[src/rtl/pc_unit.sv]
// Program-counter stage of the single-cycle MIPS datapath.
// Holds the PC and selects the next one from PC+4, the branch target, the jump
// target and the JR register target. A boot/run/halt FSM gates fetch. A sticky
// trap catches misaligned targets. A saturating counter tallies taken branches.
module pc_unit #(
    parameter logic [31:0] RESET_PC = 32'h0000_0000,
    parameter int          CNT_W    = 16
) (
    input  logic             clk,
    input  logic             rstN,
    input  logic             inpPcSrc,
    input  logic             inpJump,
    input  logic             inpJumpReg,
    input  logic [31:0]      inpBranchImm,
    input  logic [25:0]      inpJumpAddr,
    input  logic [31:0]      inpRegTarget,
    input  logic             inpStall,
    output logic [31:0]      pcOut,
    output logic [31:0]      pcPlus4Out,
    output logic             fetchValidOut,
    output logic             misalignOut,
    output logic [CNT_W-1:0] branchCountOut
);

    typedef enum logic [1:0] {
        BOOT = 2'd0,
        RUN  = 2'd1,
        HALT = 2'd2
    } state_t;

    state_t             state_q, state_d;
    logic [31:0]        pc_q, pc_d;
    logic [CNT_W-1:0]   cnt_q, cnt_d;
    logic               mis_q, mis_d;

    logic [31:0]        pc_plus4;
    logic [31:0]        br_target;
    logic [31:0]        j_target;
    logic [31:0]        next_pc;
    logic               branch_only;

    // Target arithmetic and next-PC priority: JR, then J/JAL, then branch, then PC+4.
    always_comb begin
        pc_plus4    = pc_q + 32'd4;
        br_target   = pc_plus4 + (inpBranchImm << 2);
        j_target    = {pc_plus4[31:28], inpJumpAddr, 2'b00};
        next_pc     = pc_plus4;
        if (inpJumpReg) begin
            next_pc = inpRegTarget;
        end else if (inpJump) begin
            next_pc = j_target;
        end else if (inpPcSrc) begin
            next_pc = br_target;
        end
        // Only a branch that actually steers the PC counts as taken.
        branch_only = inpPcSrc && !inpJump && !inpJumpReg;
    end

    // Next-state logic: stall outranks everything, a misaligned target halts without moving the PC.
    always_comb begin
        state_d = state_q;
        pc_d    = pc_q;
        cnt_d   = cnt_q;
        mis_d   = mis_q;
        case (state_q)
            BOOT: begin
                state_d = RUN;
            end
            RUN: begin
                if (!inpStall) begin
                    if (next_pc[1:0] != 2'b00) begin
                        state_d = HALT;
                        mis_d   = 1'b1;
                    end else begin
                        pc_d = next_pc;
                        if (branch_only && (cnt_q != {CNT_W{1'b1}})) begin
                            cnt_d = cnt_q + 1'b1;
                        end
                    end
                end
            end
            HALT: begin
                mis_d = 1'b1;
            end
            default: begin
                state_d = HALT;
                mis_d   = 1'b1;
            end
        endcase
    end

    // State registers; reset aborts any activity at once.
    always_ff @(posedge clk or negedge rstN) begin
        if (!rstN) begin
            state_q <= BOOT;
            pc_q    <= RESET_PC;
            cnt_q   <= '0;
            mis_q   <= 1'b0;
        end else begin
            state_q <= state_d;
            pc_q    <= pc_d;
            cnt_q   <= cnt_d;
            mis_q   <= mis_d;
        end
    end

    assign pcOut          = pc_q;
    assign pcPlus4Out     = pc_plus4;
    assign fetchValidOut  = (state_q == RUN);
    assign misalignOut    = mis_q;
    assign branchCountOut = cnt_q;

endmodule
[config.mk]
export PLATFORM = sky130hd
export DESIGN_NAME = pc_unit
export DESIGN_NICKNAME = d
export VERILOG_FILES = /design/src/rtl/pc_unit.sv
export SDC_FILE = /design/constraint.sdc
export NUM_CORES = 1
export LEC_CHECK = 0
export BUFFER_PORTS_ARGS = -buffer_cell sky130_fd_sc_hd__buf_2
export CORE_ASPECT_RATIO = 1.2
export CORE_MARGIN = 2
export CORE_UTILIZATION = 45
export CTS_CLUSTER_SIZE = 28
export DETAILED_ROUTE_END_ITERATION = 7
export GPL_TIMING_DRIVEN = 0
export PLACE_DENSITY = 0.81
export SLEW_MARGIN = 10
export SYNTH_ARGS = -nofsm -noshare
export SYNTH_HDL_FRONTEND = slang
export SYNTH_SLANG_ARGS = --single-unit
[constraint.sdc]
create_clock -name clk -period 6.9 [get_ports clk]
set_clock_uncertainty 0.2 [all_clocks]
set_input_delay 1.38 -clock clk [delete_from_list [all_inputs] [get_ports clk]]
set_output_delay 1.38 -clock clk [all_outputs]
set_load 0.02 [all_outputs]
**After elaboration in Yosys (flattened, before gate mapping)**

Cells that the tools add are included.

- Multiply operators: 0
- Div/mod/pow operators: 0
- Shift operators: 0
- Bitwise logic cells: 4
- $lt $le $gt $ge: 0
- Multiplexer cells: 9
- Equality and inequality tests: 5
- Add/sub/neg operators: 3
- Reduce and logical (&&, ||, !) cells: 11

Operators by type and width:

| operator | number |
|---|---|
| $mux W32 | 3 |
| $add A32 B3 Y32 const B | 1 |
| $add A32 B32 Y32 | 1 |
| $add A16 B1 Y16 const B | 1 |
| $ne A16 B16 Y1 const B | 1 |
| $reduce_and A3 Y1 | 3 |
| $pmux W2 S3 | 1 |
| $mux W2 | 2 |
| $not A1 Y1 | 4 |
| $reduce_and A4 Y1 | 1 |
| $logic_and A1 B1 Y1 | 3 |
| $eq A2 B1 Y1 const B | 1 |
| $eq A2 B2 Y1 const B | 1 |
| $logic_not A1 Y1 | 2 |
| $logic_not A2 Y1 | 1 |
| $mux W1 | 2 |
| $ne A2 B1 Y1 const B | 1 |
| $ne A2 B2 Y1 const B | 1 |
| $pmux W1 S2 | 1 |
| $reduce_bool A2 Y1 | 1 |

- Memory bits (read-only): 0
- Logic and storage cells: 36
- Input bits: 96
- RAM bits: 0
- Latch bits: 0
- Memories: 0
- Output and inout port bits: 82
- Bits in registers: 51

**Depth between registers and ports, before layout**

- Word-level depth: 9
- Depth in mapped cells: 16
- Mapped depth without buffers: 14

**Least setup slack after synthesis**

OpenSTA, ideal clock, no wires.

- Path type: input-to-reg
- From: in inpBranchImm[0]
- To: reg pc_q[28] (netlist: pcOut[28])
- Path slack: 2.783 ns
- Cell stages on the path: 11
- Data required time: 6.631 ns
- Path buffers: 0
- Data arrival time: 3.848 ns
- Cells stage by stage: ha_1 fa_1 a21oi_1 o21ai_2 a2111oi_4 nor3_1 o2111ai_1 nand3b_1 a311o_1 a311o_1 nand3_1

- Word-level cells in the longest chain between the ends: 4

RTL lines:

| what | line | text |
|---|---|---|
| start, declared | 14 | `input logic [31:0] inpBranchImm,` |
| $add A32 B32 Y32 | 45 | `br_target = pc_plus4 + (inpBranchImm << 2);` |
| $mux W32 | 52 | `end else if (inpPcSrc) begin` |
| $mux W32 | 50 | `end else if (inpJump) begin` |
| $mux W32 | 48 | `if (inpJumpReg) begin` |
| end signal, assigned | 101 | `pc_q <= pc_d;` |
| end, declared | 32 | `logic [31:0] pc_q, pc_d;` |

Every way passes these cells.
A chain may end at the register's enable or synchronous reset.

**Final worst setup path**

- From: reg pc_q[4] (netlist: pcOut[4])
- To: reg pc_q[30] (netlist: pcOut[30])

- Word-level cells in the longest chain between the ends: 5

RTL lines:

| what | line | text |
|---|---|---|
| $add A32 B3 Y32 * | 44 | `pc_plus4 = pc_q + 32'd4;` |
| $add A32 B32 Y32 | 45 |  |
| $mux W32 | 52 |  |
| $mux W32 * | 50 |  |
| $mux W32 * | 48 |  |

Every way passes the cells marked *; elsewhere a longest branch is shown, timed or not.

==> metrics.md <==
| Metric | Value |
|---|---|
| Final Wtd Congestion | `0.9884` |
| Hold Path Sink | `misalignOut$_DFFE_PN0P_` |
| Final setup viols | `0` |
| Total gr overflow | `0` |
| # port buffers | `174` |
| Largest area contributor in the netlist | `dfrtp_1` |
| Htree depth | `2` |
| Count leader, synth | `nand2_1` |
| Synth Area in Compound Gates | `24.58%` |
| Post_cts resized | `0` |
| Vias in the first global route | `5191` |
| Critical Path, Cell by Cell | `and4_1, buf_4, and3_1, nand4_1, xnor2_1, ha_1, a21o_1, o32ai_1, or2_2, o21ai_0, a31oi_1, o21ai_0, nand4_1, mux2i_1, o221ai_1` |
| HPWL Detailed | `13510 um` |
| Worst hold path class | `reg -> reg` |
| Syn. warnings | `0` |
| R2R Setup Slk | `2.43 ns` |
| Overall routing resource usage | `27.64%` |
| WP data arrival | `4.42 ns` |
| CTS tree | `built` |
| Buf/Inv on CP | `1` |
| Die Area | `11980 um^2` |
| Worst EP required | `6.85 ns` |
| Power density over the cells | `401.6 nW/um^2` |
| Largest family of logic cells by synthesized area | `compound AO/OA/AOI/OAI gates` |
| Post-synthesis mux area share | `2.626%` |
| Area Growth Syn to Fin | `24.71%` |
| CTS Buf Count | `5` |
| Post-synth top cells | `65 x nand2_1, 52 x nor2_1, 51 x dfrtp_1` |
| Post-CTS Setup Repair Bufs | `0` |
| Synth area leaders | `dfrtp_1 26%, ha_1 9.5%, xnor2_1 7.0%` |
| Final Max Tran Viols | `0` |
| R2R Path Start | `pcOut[4]$_DFFE_PN0P_` |
| Clock sink total | `51` |
| WL per Instance | `18.31 um` |
| Post-synthesis sequential area ratio | `25.51%` |
| P_leak | `3.055 nW` |
| Clock latency on the worst-skew pair | `0.29 ns` |
| Simple-gate portion of the synthesized area | `22.81%` |
| WL final | `17110 um` |
| Final TNS setup | `0 ns` |
| Hold depth | `1` |
| Drc violations | `0` |
| Unique masters post-synth | `66` |
| Main synth FF type | `dfrtp_1` |
| Unrepaired setup endpoints after global routing | `false` |
| Starting Density | `45.78%` |
| CTS Root Cell | `clkbuf_16` |
| Area share of fa/ha/maj cells after synthesis | `9.902%` |
| Die Wd | `100.3 um` |
| Post-synth top area share | `25.51%` |
| Synth Area in XOR/XNOR | `11.18%` |
| FF-to-FF End | `pcOut[30]$_DFFE_PN0P_` |
| Largest net degree at the start of global routing | `52` |
| Routed Antenna Nets | `0` |
| Syn avg cell area | `8.096 um^2` |
| Via-per-instance ratio | `6.014` |
| Min cycle time layout | `4.472 ns` |
| Bufs on Longest Clock Path | `2` |
| Post-synth EDFFs | `0` |
| Cts hold-fix bufs | `0` |
| CP Class | `reg -> reg` |
| Crit path largest cell delay | `0.47 ns` |
| DR iter-0 viols | `425` |
| Slew headroom | `48.63%` |
| Flops & latches, synth | `51` |
| Core ar. | `10930 um^2` |
| Mapped Area | `5004 um^2` |
| Worst vdd ir | `0.2366 mV` |
| R2R cell count | `15` |
| Die Y | `119.5 um` |
| Share of cells above drive strength 1 | `25.75%` |
| Power consumption | `2.506 mW` |
| Worst setup EP type | `register` |
| Cells after Synth | `618` |
| CP top delay family | `compound AO/OA/AOI/OAI gates` |
| CP startpoint kind | `register` |
| Crit path max fanout | `8` |
| I/O pin cnt | `178` |
| Drt pass-1 iters | `6` |
| NumNets Final | `934` |
| Final Hold Fails | `0` |
| Least-Margin Pin Slew | `0.7706 ns` |
| Max_cap viols | `0` |
| Status | `finished, final reports clean` |
| Synthesized Nets | `753` |
| Clk pin slew, worst setup/hold paths | `0.07 ns` |
| Via Count | `5617` |
| Crit share post-route | `64.81%` |
| Initial antenna violation count | `0` |
| Synth async-reset ratio | `100.0%` |
| Row cnt | `42` |
| Worst path slowest cell | `dfrtp_1` |
| First-pass GRT wire length | `26250 um` |
| Worst Hold Launch | `misalignOut$_DFFE_PN0P_` |
| Fmax achieved | `223.6 MHz` |
-- final cells by class --
class	instances	area, um^2
Tap cell	132	165.2
Clock inverter	3	67.56
Fill cell	1048	4691
Multi-Input combinational cell	525	3557
Antenna cell	2	5.005
Sequential cell	51	1276
Buffer	24	102.6
Clock buffer	5	125.1
Inverter	18	67.56
Timing Repair Buffer	174	873.3
-- kinds of logic (layout without fill, tap and decap cells) --
group                      after synthesis  in the layout
muxes                                   13             13
and+or+nand+nor                        224            224
buffers and inverters                   42            224
adders and majority gates               39             39
DFF                                     51             51
AOI/OAI and AO/OA                      186            186
other                                    0              2
xor gates and xnor gates                63             63
-- worst max path at each step --
stage | slack (ns) | startpoint | end | cells past startpoint
floorplan | 2.78 | inpBranchImm[0] | pcOut[28]$_DFFE_PN0P_ | 11
global placement | 2.30 | inpBranchImm[0] | pcOut[28]$_DFFE_PN0P_ | 12
detailed placement | 2.32 | inpBranchImm[0] | pcOut[28]$_DFFE_PN0P_ | 12
CTS | 2.50 | pcOut[4]$_DFFE_PN0P_ | pcOut[30]$_DFFE_PN0P_ | 15
global route | 2.14 | pcOut[4]$_DFFE_PN0P_ | pcOut[30]$_DFFE_PN0P_ | 15
finish | 2.43 | pcOut[4]$_DFFE_PN0P_ | pcOut[30]$_DFFE_PN0P_ | 15
-- through the flow --
| stage | instances | utilization (%) | hold WS [ns] | cell area, um^2 | worst slack (ns) |
|---|---|---|---|---|---|
| finish | 934 | 57.09 | 0.2697 | 6240 | 2.428 |
| global route | 932 | 57.04 | 0.3126 | 6235 | 2.138 |
| CTS | 932 | 57.02 | 0.2737 | 6232 | 2.504 |
| detailed placement | 924 | 55.25 | 0.2544 | 6040 | 2.319 |
| global placement | 924 | 55.25 | 0.2477 | 6040 | 2.300 |
| floorplan | 618 | - | 0.2492 | 5004 | 2.783 |
-- layout by cell type, fill, tap and decap left out, types with 10 or more instances in the layout --
cell	count
o21ai_0	41
a211oi_1	10
clkbuf_1	13
xor2_1	22
inv_1	15
nand3_1	22
o22ai_1	10
buf_2	174
xnor2_1	40
mux2i_1	12
a21oi_1	43
nand2_1	65
nand4_1	12
a31oi_1	10
a21o_1	16
dfrtp_1	51
and2_1	11
ha_1	38
and3_1	12
nor2_1	52
-- per-layer routing --
layer	wire length [um]	part of all wire, %	global-route usage, %
met1	6778	40	36.04
met2	8301	49	46.73
met3	1457	8.5	4.135
met4	567	3.3	9.075
met5	0	0	0
-- report_power, final --
| group | total, mW | internal (mW) | switching [mW] | leakage, nW |
|---|---|---|---|---|
| Clock | 0.326 | 0.208 | 0.118 | 0.0900 |
| Sequential | 0.529 | 0.386 | 0.143 | 0.641 |
| Combinational | 1.65 | 0.643 | 1.01 | 2.32 |
-- worst reg2reg max path: cells and delay by family, from the launching register on --
family                   cells  cell delay, ns
AO/OA/AOI/OAI                6            1.48
flip-flops                   1            0.47
AND/OR/NAND/NOR              5            1.18
adder cells (fa/ha/maj)      1            0.40
multiplexers                 1            0.24
XOR/XNOR                     1            0.20
buffers and inverters        1            0.17
-- sequential cells by signal, indices dropped and copies added (netlist names) --
signal,cells
misalignOut,1
pcOut,32
branchCountOut,16
state_q,2
No activity file was read; power rests on OpenSTA's default activity.
